==> config.mk <==
export PLATFORM = sky130hd
export DESIGN_NAME = lf_trigger_generator
export DESIGN_NICKNAME = d
export VERILOG_FILES = /design/src/rtl/lf_trigger_pkg.sv /design/src/rtl/lf_trig_fifo.sv /design/src/rtl/lf_trigger_generator.sv
export SDC_FILE = /design/constraint.sdc
export NUM_CORES = 1
export LEC_CHECK = 0
export CORE_UTILIZATION = 50
export DETAILED_ROUTE_END_ITERATION = 10
export GPL_TIMING_DRIVEN = 0
export PLACE_DENSITY = 0.65
export SLEW_MARGIN = 10
export SYNTH_ARGS = -nofsm -noshare
export SYNTH_HDL_FRONTEND = slang
export SYNTH_SLANG_ARGS = --single-unit
==> constraint.sdc <==
create_clock -name ifclk -period 8.35 [get_ports ifclk]
set_clock_uncertainty 0.05 [all_clocks]
set_input_delay 0.835 -clock ifclk [delete_from_list [all_inputs] [get_ports ifclk]]
set_output_delay 0.835 -clock ifclk [all_outputs]
set_load 0.03 [all_outputs]
==> src/rtl/lf_trigger_pkg.sv <==
// Shared definitions for the low-frequency trigger generator: trigger word
// layout, run-state encoding and the dropped-counter width.
package lf_trigger_pkg;

   localparam int MULTI_BIT    = 31;
   localparam int BEAM_LSB     = 24;
   localparam int BEAM_BITS    = 7;
   localparam int TS_LSB       = 0;
   localparam int TS_FIELD     = 24;
   localparam int DROPPED_BITS = 16;

   typedef enum logic [1:0] {
      ST_IDLE     = 2'd0,
      ST_RUNNING  = 2'd1,
      ST_STOPPING = 2'd2
   } run_state_e;

endpackage

==> src/rtl/lf_trig_fifo.sv <==
// Synchronous FIFO with a first-word-fall-through output register and flush.
// Capacity counts the output register, so DEPTH words fit in total.
module lf_trig_fifo #(
   parameter int WIDTH = 32,
   parameter int DEPTH = 16
) (
   input  logic             clk_i,
   input  logic             rst_ni,
   input  logic             flush_i,
   input  logic             wr_en_i,
   input  logic [WIDTH-1:0] wr_data_i,
   output logic             full_o,
   output logic             empty_o,
   output logic [WIDTH-1:0] rd_data_o,
   output logic             rd_valid_o,
   input  logic             rd_ready_i
);

   localparam int AW = $clog2(DEPTH);
   localparam int CW = AW + 1;

   logic [WIDTH-1:0] mem_q [DEPTH];
   logic [AW-1:0]    wr_ptr_q, rd_ptr_q;
   logic [CW-1:0]    mem_cnt_q;
   logic             out_valid_q;
   logic [WIDTH-1:0] out_data_q;
   logic [CW:0]      total;
   logic             pop, load, wr;

   assign pop     = out_valid_q & rd_ready_i;
   assign load    = (mem_cnt_q != '0) && (!out_valid_q || pop);
   assign total   = {1'b0, mem_cnt_q} + (CW + 1)'(out_valid_q);
   // A pop in the same cycle frees a slot, so a write at full capacity still lands.
   assign full_o  = (total == (CW + 1)'(DEPTH)) && !pop;
   assign empty_o = (total == '0);
   assign wr      = wr_en_i && !full_o;

   assign rd_data_o  = out_data_q;
   assign rd_valid_o = out_valid_q;

   always_ff @(posedge clk_i) begin
      if (wr && !flush_i) mem_q[wr_ptr_q] <= wr_data_i;
   end

   always_ff @(posedge clk_i or negedge rst_ni) begin
      if (!rst_ni) begin
         wr_ptr_q    <= '0;
         rd_ptr_q    <= '0;
         mem_cnt_q   <= '0;
         out_valid_q <= 1'b0;
         out_data_q  <= '0;
      end else if (flush_i) begin
         wr_ptr_q    <= '0;
         rd_ptr_q    <= '0;
         mem_cnt_q   <= '0;
         out_valid_q <= 1'b0;
         out_data_q  <= '0;
      end else begin
         if (wr) wr_ptr_q <= wr_ptr_q + AW'(1);
         if (load) begin
            rd_ptr_q    <= rd_ptr_q + AW'(1);
            out_data_q  <= mem_q[rd_ptr_q];
            out_valid_q <= 1'b1;
         end else if (pop) begin
            out_valid_q <= 1'b0;
         end
         mem_cnt_q <= mem_cnt_q + CW'(wr) - CW'(load);
      end
   end

endmodule

==> src/rtl/lf_trigger_generator.sv <==
// Beam trigger qualification, holdoff, timestamping and FIFO-buffered trigger
// word output. Define LF_TRIG_COUNT_EN to build the accepted-trigger counter.
module lf_trigger_generator
   import lf_trigger_pkg::*;
#(
   parameter int NBEAMS       = 2,
   parameter int FIFO_DEPTH   = 16,
   parameter int HOLDOFF_BITS = 16,
   parameter int TS_BITS      = 24
) (
   input  logic                    ifclk,
   input  logic                    ifclk_rstn_i,
   input  logic [NBEAMS-1:0]       trig_i,
   input  logic [NBEAMS-1:0]       mask_i,
   input  logic [HOLDOFF_BITS-1:0] holdoff_i,
   input  logic                    runrst_i,
   input  logic                    runstop_i,
   output logic                    running_o,
   output logic [31:0]             m_trig_tdata,
   output logic                    m_trig_tvalid,
   input  logic                    m_trig_tready,
   output logic [DROPPED_BITS-1:0] dropped_o,
   output logic [31:0]             trig_count_o,
   output logic [1:0]              state_o
);

   run_state_e              state_q, state_d;
   logic [TS_BITS-1:0]      ts_q, ts_smp_q;
   logic [NBEAMS-1:0]       q_q;
   logic [HOLDOFF_BITS-1:0] hold_q;
   logic [DROPPED_BITS-1:0] dropped_q;
   logic [BEAM_BITS-1:0]    beam_idx;
   logic                    multi, qualify, accept, drop;
   logic                    fifo_full, fifo_empty;
   logic [31:0]             word;

   assign running_o = (state_q == ST_RUNNING);
   assign dropped_o = dropped_q;
   assign state_o   = state_q;

   always_comb begin
      beam_idx = '0;
      for (int i = NBEAMS - 1; i >= 0; i--) begin
         if (q_q[i]) beam_idx = BEAM_BITS'(i);
      end
      // More than one bit set exactly when clearing the lowest bit leaves something.
      multi = (q_q & (q_q - NBEAMS'(1))) != '0;
      word  = '0;
      word[MULTI_BIT]               = multi;
      word[BEAM_LSB +: BEAM_BITS]   = beam_idx;
      word[TS_LSB +: TS_FIELD]      = TS_FIELD'(ts_smp_q);
      qualify = (state_q == ST_RUNNING) && (q_q != '0) && (hold_q == '0) && !runrst_i;
      accept  = qualify && !fifo_full;
      drop    = qualify && fifo_full;
   end

   always_comb begin
      state_d = state_q;
      if (runrst_i) begin
         state_d = ST_RUNNING;
      end else begin
         unique case (state_q)
            ST_IDLE:     state_d = ST_IDLE;
            ST_RUNNING:  if (runstop_i) state_d = ST_STOPPING;
            ST_STOPPING: if (fifo_empty) state_d = ST_IDLE;
            default:     state_d = ST_IDLE;
         endcase
      end
   end

   always_ff @(posedge ifclk or negedge ifclk_rstn_i) begin
      if (!ifclk_rstn_i) begin
         state_q   <= ST_IDLE;
         ts_q      <= '0;
         ts_smp_q  <= '0;
         q_q       <= '0;
         hold_q    <= '0;
         dropped_q <= '0;
      end else begin
         state_q <= state_d;
         if (runrst_i) begin
            ts_q      <= '0;
            ts_smp_q  <= '0;
            q_q       <= '0;
            hold_q    <= '0;
            dropped_q <= '0;
         end else begin
            q_q      <= trig_i & ~mask_i;
            ts_smp_q <= ts_q;
            if (state_q == ST_RUNNING) ts_q <= ts_q + TS_BITS'(1);
            if (accept) hold_q <= holdoff_i;
            else if (hold_q != '0) hold_q <= hold_q - HOLDOFF_BITS'(1);
            if (drop && (dropped_q != '1)) dropped_q <= dropped_q + DROPPED_BITS'(1);
         end
      end
   end

`ifdef LF_TRIG_COUNT_EN
   logic [31:0] count_q;

   always_ff @(posedge ifclk or negedge ifclk_rstn_i) begin
      if (!ifclk_rstn_i) count_q <= '0;
      else if (runrst_i) count_q <= '0;
      else if (accept)   count_q <= count_q + 32'd1;
   end

   assign trig_count_o = count_q;
`else
   assign trig_count_o = '0;
`endif

   // Output stream: a word transfers on any edge where m_trig_tvalid and
   // m_trig_tready are both high; tdata holds while tvalid is high and tready low.
   lf_trig_fifo #(
      .WIDTH (32),
      .DEPTH (FIFO_DEPTH)
   ) u_fifo (
      .clk_i      (ifclk),
      .rst_ni     (ifclk_rstn_i),
      .flush_i    (runrst_i),
      .wr_en_i    (accept),
      .wr_data_i  (word),
      .full_o     (fifo_full),
      .empty_o    (fifo_empty),
      .rd_data_o  (m_trig_tdata),
      .rd_valid_o (m_trig_tvalid),
      .rd_ready_i (m_trig_tready)
   );

endmodule

==> results.cfg <==
[clock_tree]
clkSinkCount = 540
cts_buffers = 54
path_clk_slew_ns = 0.06
insertion_delay_ns = 0.60
root_buffer = clkbuf_16
post_cts_buffers = 0
htreeDepth = 2
cts_buffer_depth = 3
cts_tree = done
holdBufCountCts = 0
post_cts_resized = 0

[power]
power_mw = 7.422
p_int_mw = 5.242
p_sw_mw = 2.181
power_frac_seq = 0.419
powerDensity_nw_per_um2 = 288.1
comb_power_share = 0.249
leakage_nw = 9.223
p_sw_frac = 0.2938
clockPowerShare = 0.332
peakVddDrop_uv = 158.4

[drt]
final_antenna_net_count = 0
vias = 11950
finalWirelength_mm = 49.14
firstDrtPassIters = 7
drtIter0Drc = 966
drcViolationCount = 0
via_per_inst = 5.660
wl_per_cell_um = 23.27

[worst_setup_path]
path_class = reg -> reg
critPathRequiredTime_ns = 8.76
slowest_stage = clkbuf_1
cp-end-kind = flip-flop
cp_max_fo = 10
startpoint_type = flip-flop
max_stage_delay_ns = 0.68
critPathArrivalTime_ns = 4.53
cpMostUsedCell = inv_1
path_cells = inv_1 > ha_1 > nor4b_1 > nor2b_1 > clkbuf_1 > clkbuf_1 > ha_1 > inv_1 > ha_1 > inv_1 > fa_1 > inv_1 > a21oi_1 > nor2_1 > or3_1 > a21oi_1

[synth]
synthFlopType = edfxtp_1
yosys.area.top_type_share = 0.5727
syn_area_per_cell_um2 = 16.87
ys_seq_area_frac = 0.7150
yosysTopAreaCell = edfxtp_1
ys_warn_count = 0
synth_cell_types = 58
synth_edf_count = 416
netlist_area_um2 = 21810
synth-seq-cells = 540
async_reset_ff_frac = 0.2296
netlist_instances = 1293
yosys-top-cells-area = edfxtp_1, dfrtp_1, mux4_2

[place]
numPortBuffers = 70
hpwl_mm = 32.96
gp_congestion = 0.8264
postPlaceCellArea_um2 = 23950

[final_layout]
syn2layout_area_growth_pct = 18.12
final_common_cell = edfxtp_1
drive_gt1_frac = 0.1716
fin_area_um2 = 25760
final_cell_mix = edfxtp_1, dfrtp_1, mux4_2
fin_nets = 1527
diodes = 0
final_util = 0.5981

[timing]
grt_setup_unrepaired = no
worstMarginPinSlew_ns = 1.128
relSlewSlack = 0.2483
layout_min_cycle_time_ns = 4.123
max_freq_mhz = 242.6
report.final.hold_viol_count = 0
finalMaxSlewViolations = 0
tns_ns = 0
fin_crit_sh = 0.4937
finalSetupViolCount = 0

[grt]
grt_use_met2 = 0.3817
globalRouteMet1Util = 0.3133
grtUsageTotal = 0.2314
grt_pass1_vias = 12400
grt.busiest_layer = met2
overflow = 0
antenna_found_initial = 0
grt_pass1_wl_mm = 75.72
grt_use_met3 = 0.04386
grt_max_degree = 68

[die]
dieArea_um2 = 44460
die_width_um = 210.9
row_count = 76
start_util = 0.5064
ios = 109
core_area_um2 = 43080
die_y_um = 210.9

[job]
max_cap_violations = 0

[hold_path]
min_path_type = in -> async

[outcome]
status = finished clean
## routing by layer
metal,wire (µm),vias to the layer above
met5,0,-
met4,1375,0
met3,2910,80
met2,24250,366
met1,20610,6131
li1,-,5376
## state kept, by name, summed over array words and instances (netlist names), 4 cells and up
signal,count
u_fifo.wr_ptr_q,4
u_fifo.mem_q,416
dropped_o,16
ts_smp_q,24
u_fifo.rd_data_o,26
hold_q,16
ts_q,24
u_fifo.mem_cnt_q,5
u_fifo.rd_ptr_q,4
## worst max-delay path: cells and delay by family (launching register included)
kind / cells / cell delay (ns)
buffers and inverters: 6 / 1.43
adder cells (fa/ha/maj): 4 / 1.13
AND/OR/NAND/NOR: 4 / 0.77
flip-flops: 1 / 0.50
AO/OA/AOI/OAI: 2 / 0.11
## metrics by stage
stage          worst slack, ns  cells  hold WS [ns]
6_report                 4.227   2112        0.1557
2_1_floorplan            4.049   1330        0.4339
3_3_place_gp            0.9596   1985        0.4515
4_1_cts                  4.213   2112        0.1601
5_1_grt                  3.888   2112        0.1955
3_5_place_dp             3.694   2010        0.4584
## power groups by stage
stage / clock (mW) / sequential (mW) / combinational [mW]
after global routing: 2.61 / 3.12 / 2.01
after global placement: 0 / 3.16 / 1.84
final: 2.47 / 3.11 / 1.85
after detailed placement: 0 / 3.16 / 1.87
after CTS: 2.51 / 3.11 / 1.88
after floorplan: 0 / 3.25 / 1.18
## cell type report
cell class | count | area, µm²
Buffer | 110 | 578.1
Tap cell | 585 | 732.0
Timing Repair Buffer | 95 | 1142
Fill cell | 3173 | 17310
Inverter | 16 | 60.06
Sequential cell | 540 | 15600
Clock inverter | 30 | 336.6
Clock buffer | 72 | 1480
Multi-Input combinational cell | 664 | 5841
## Yosys cell counts, types with 6 or more instances
| cell | instances |
|---|---|
| a221oi_1 | 26 |
| nor2b_1 | 56 |
| a21oi_1 | 23 |
| o31ai_1 | 12 |
| o22ai_1 | 52 |
| and3_1 | 6 |
| nand3_1 | 18 |
| mux4_2 | 78 |
| ha_1 | 20 |
| nand2_1 | 36 |
| buf_4 | 38 |
| buf_1 | 13 |
| inv_1 | 16 |
| a211oi_1 | 27 |
| or4_1 | 13 |
| or3_1 | 6 |
| nand4_1 | 10 |
| nor3_1 | 12 |
| xor2_1 | 25 |
| buf_2 | 12 |
| dfrtp_1 | 124 |
| o21ai_0 | 19 |
| edfxtp_1 | 416 |
| mux2i_1 | 53 |
| nor2_1 | 60 |
| clkbuf_1 | 46 |
| xnor2_1 | 16 |
## worst paths after layout
kind                                                from                          endpoint  slack (ns)  depth (start not counted)
max                        u_fifo.mem_cnt_q[2]$_DFF_PN0_     u_fifo.mem_cnt_q[4]$_DFF_PN0_        4.23                         16
min                                         ifclk_rstn_i            hold_q[13]$_DFFE_PN0P_        0.16                          1
max reg2reg                u_fifo.mem_cnt_q[2]$_DFF_PN0_     u_fifo.mem_cnt_q[4]$_DFF_PN0_        4.23                         16
min reg2reg                         ts_q[23]$_DFFE_PN0P_            ts_smp_q[23]$_DFF_PN0_        0.47                          1
max in group asynchronous                   ifclk_rstn_i  u_fifo.rd_data_o[14]$_DFFE_PN0P_        7.31                          2
min in group ifclk                  ts_q[23]$_DFFE_PN0P_            ts_smp_q[23]$_DFF_PN0_        0.47                          1
## logic make-up after synthesis
family,synth area share
buf+inv,0.02926
xor+xnor,0.01646
mux,0.1064
flops,0.7150
simple gates,0.06723
compound gates,0.05312
fa+ha+maj,0.01239
other cells,0.0001719
Note: power is estimated with default switching activity, not from simulation.
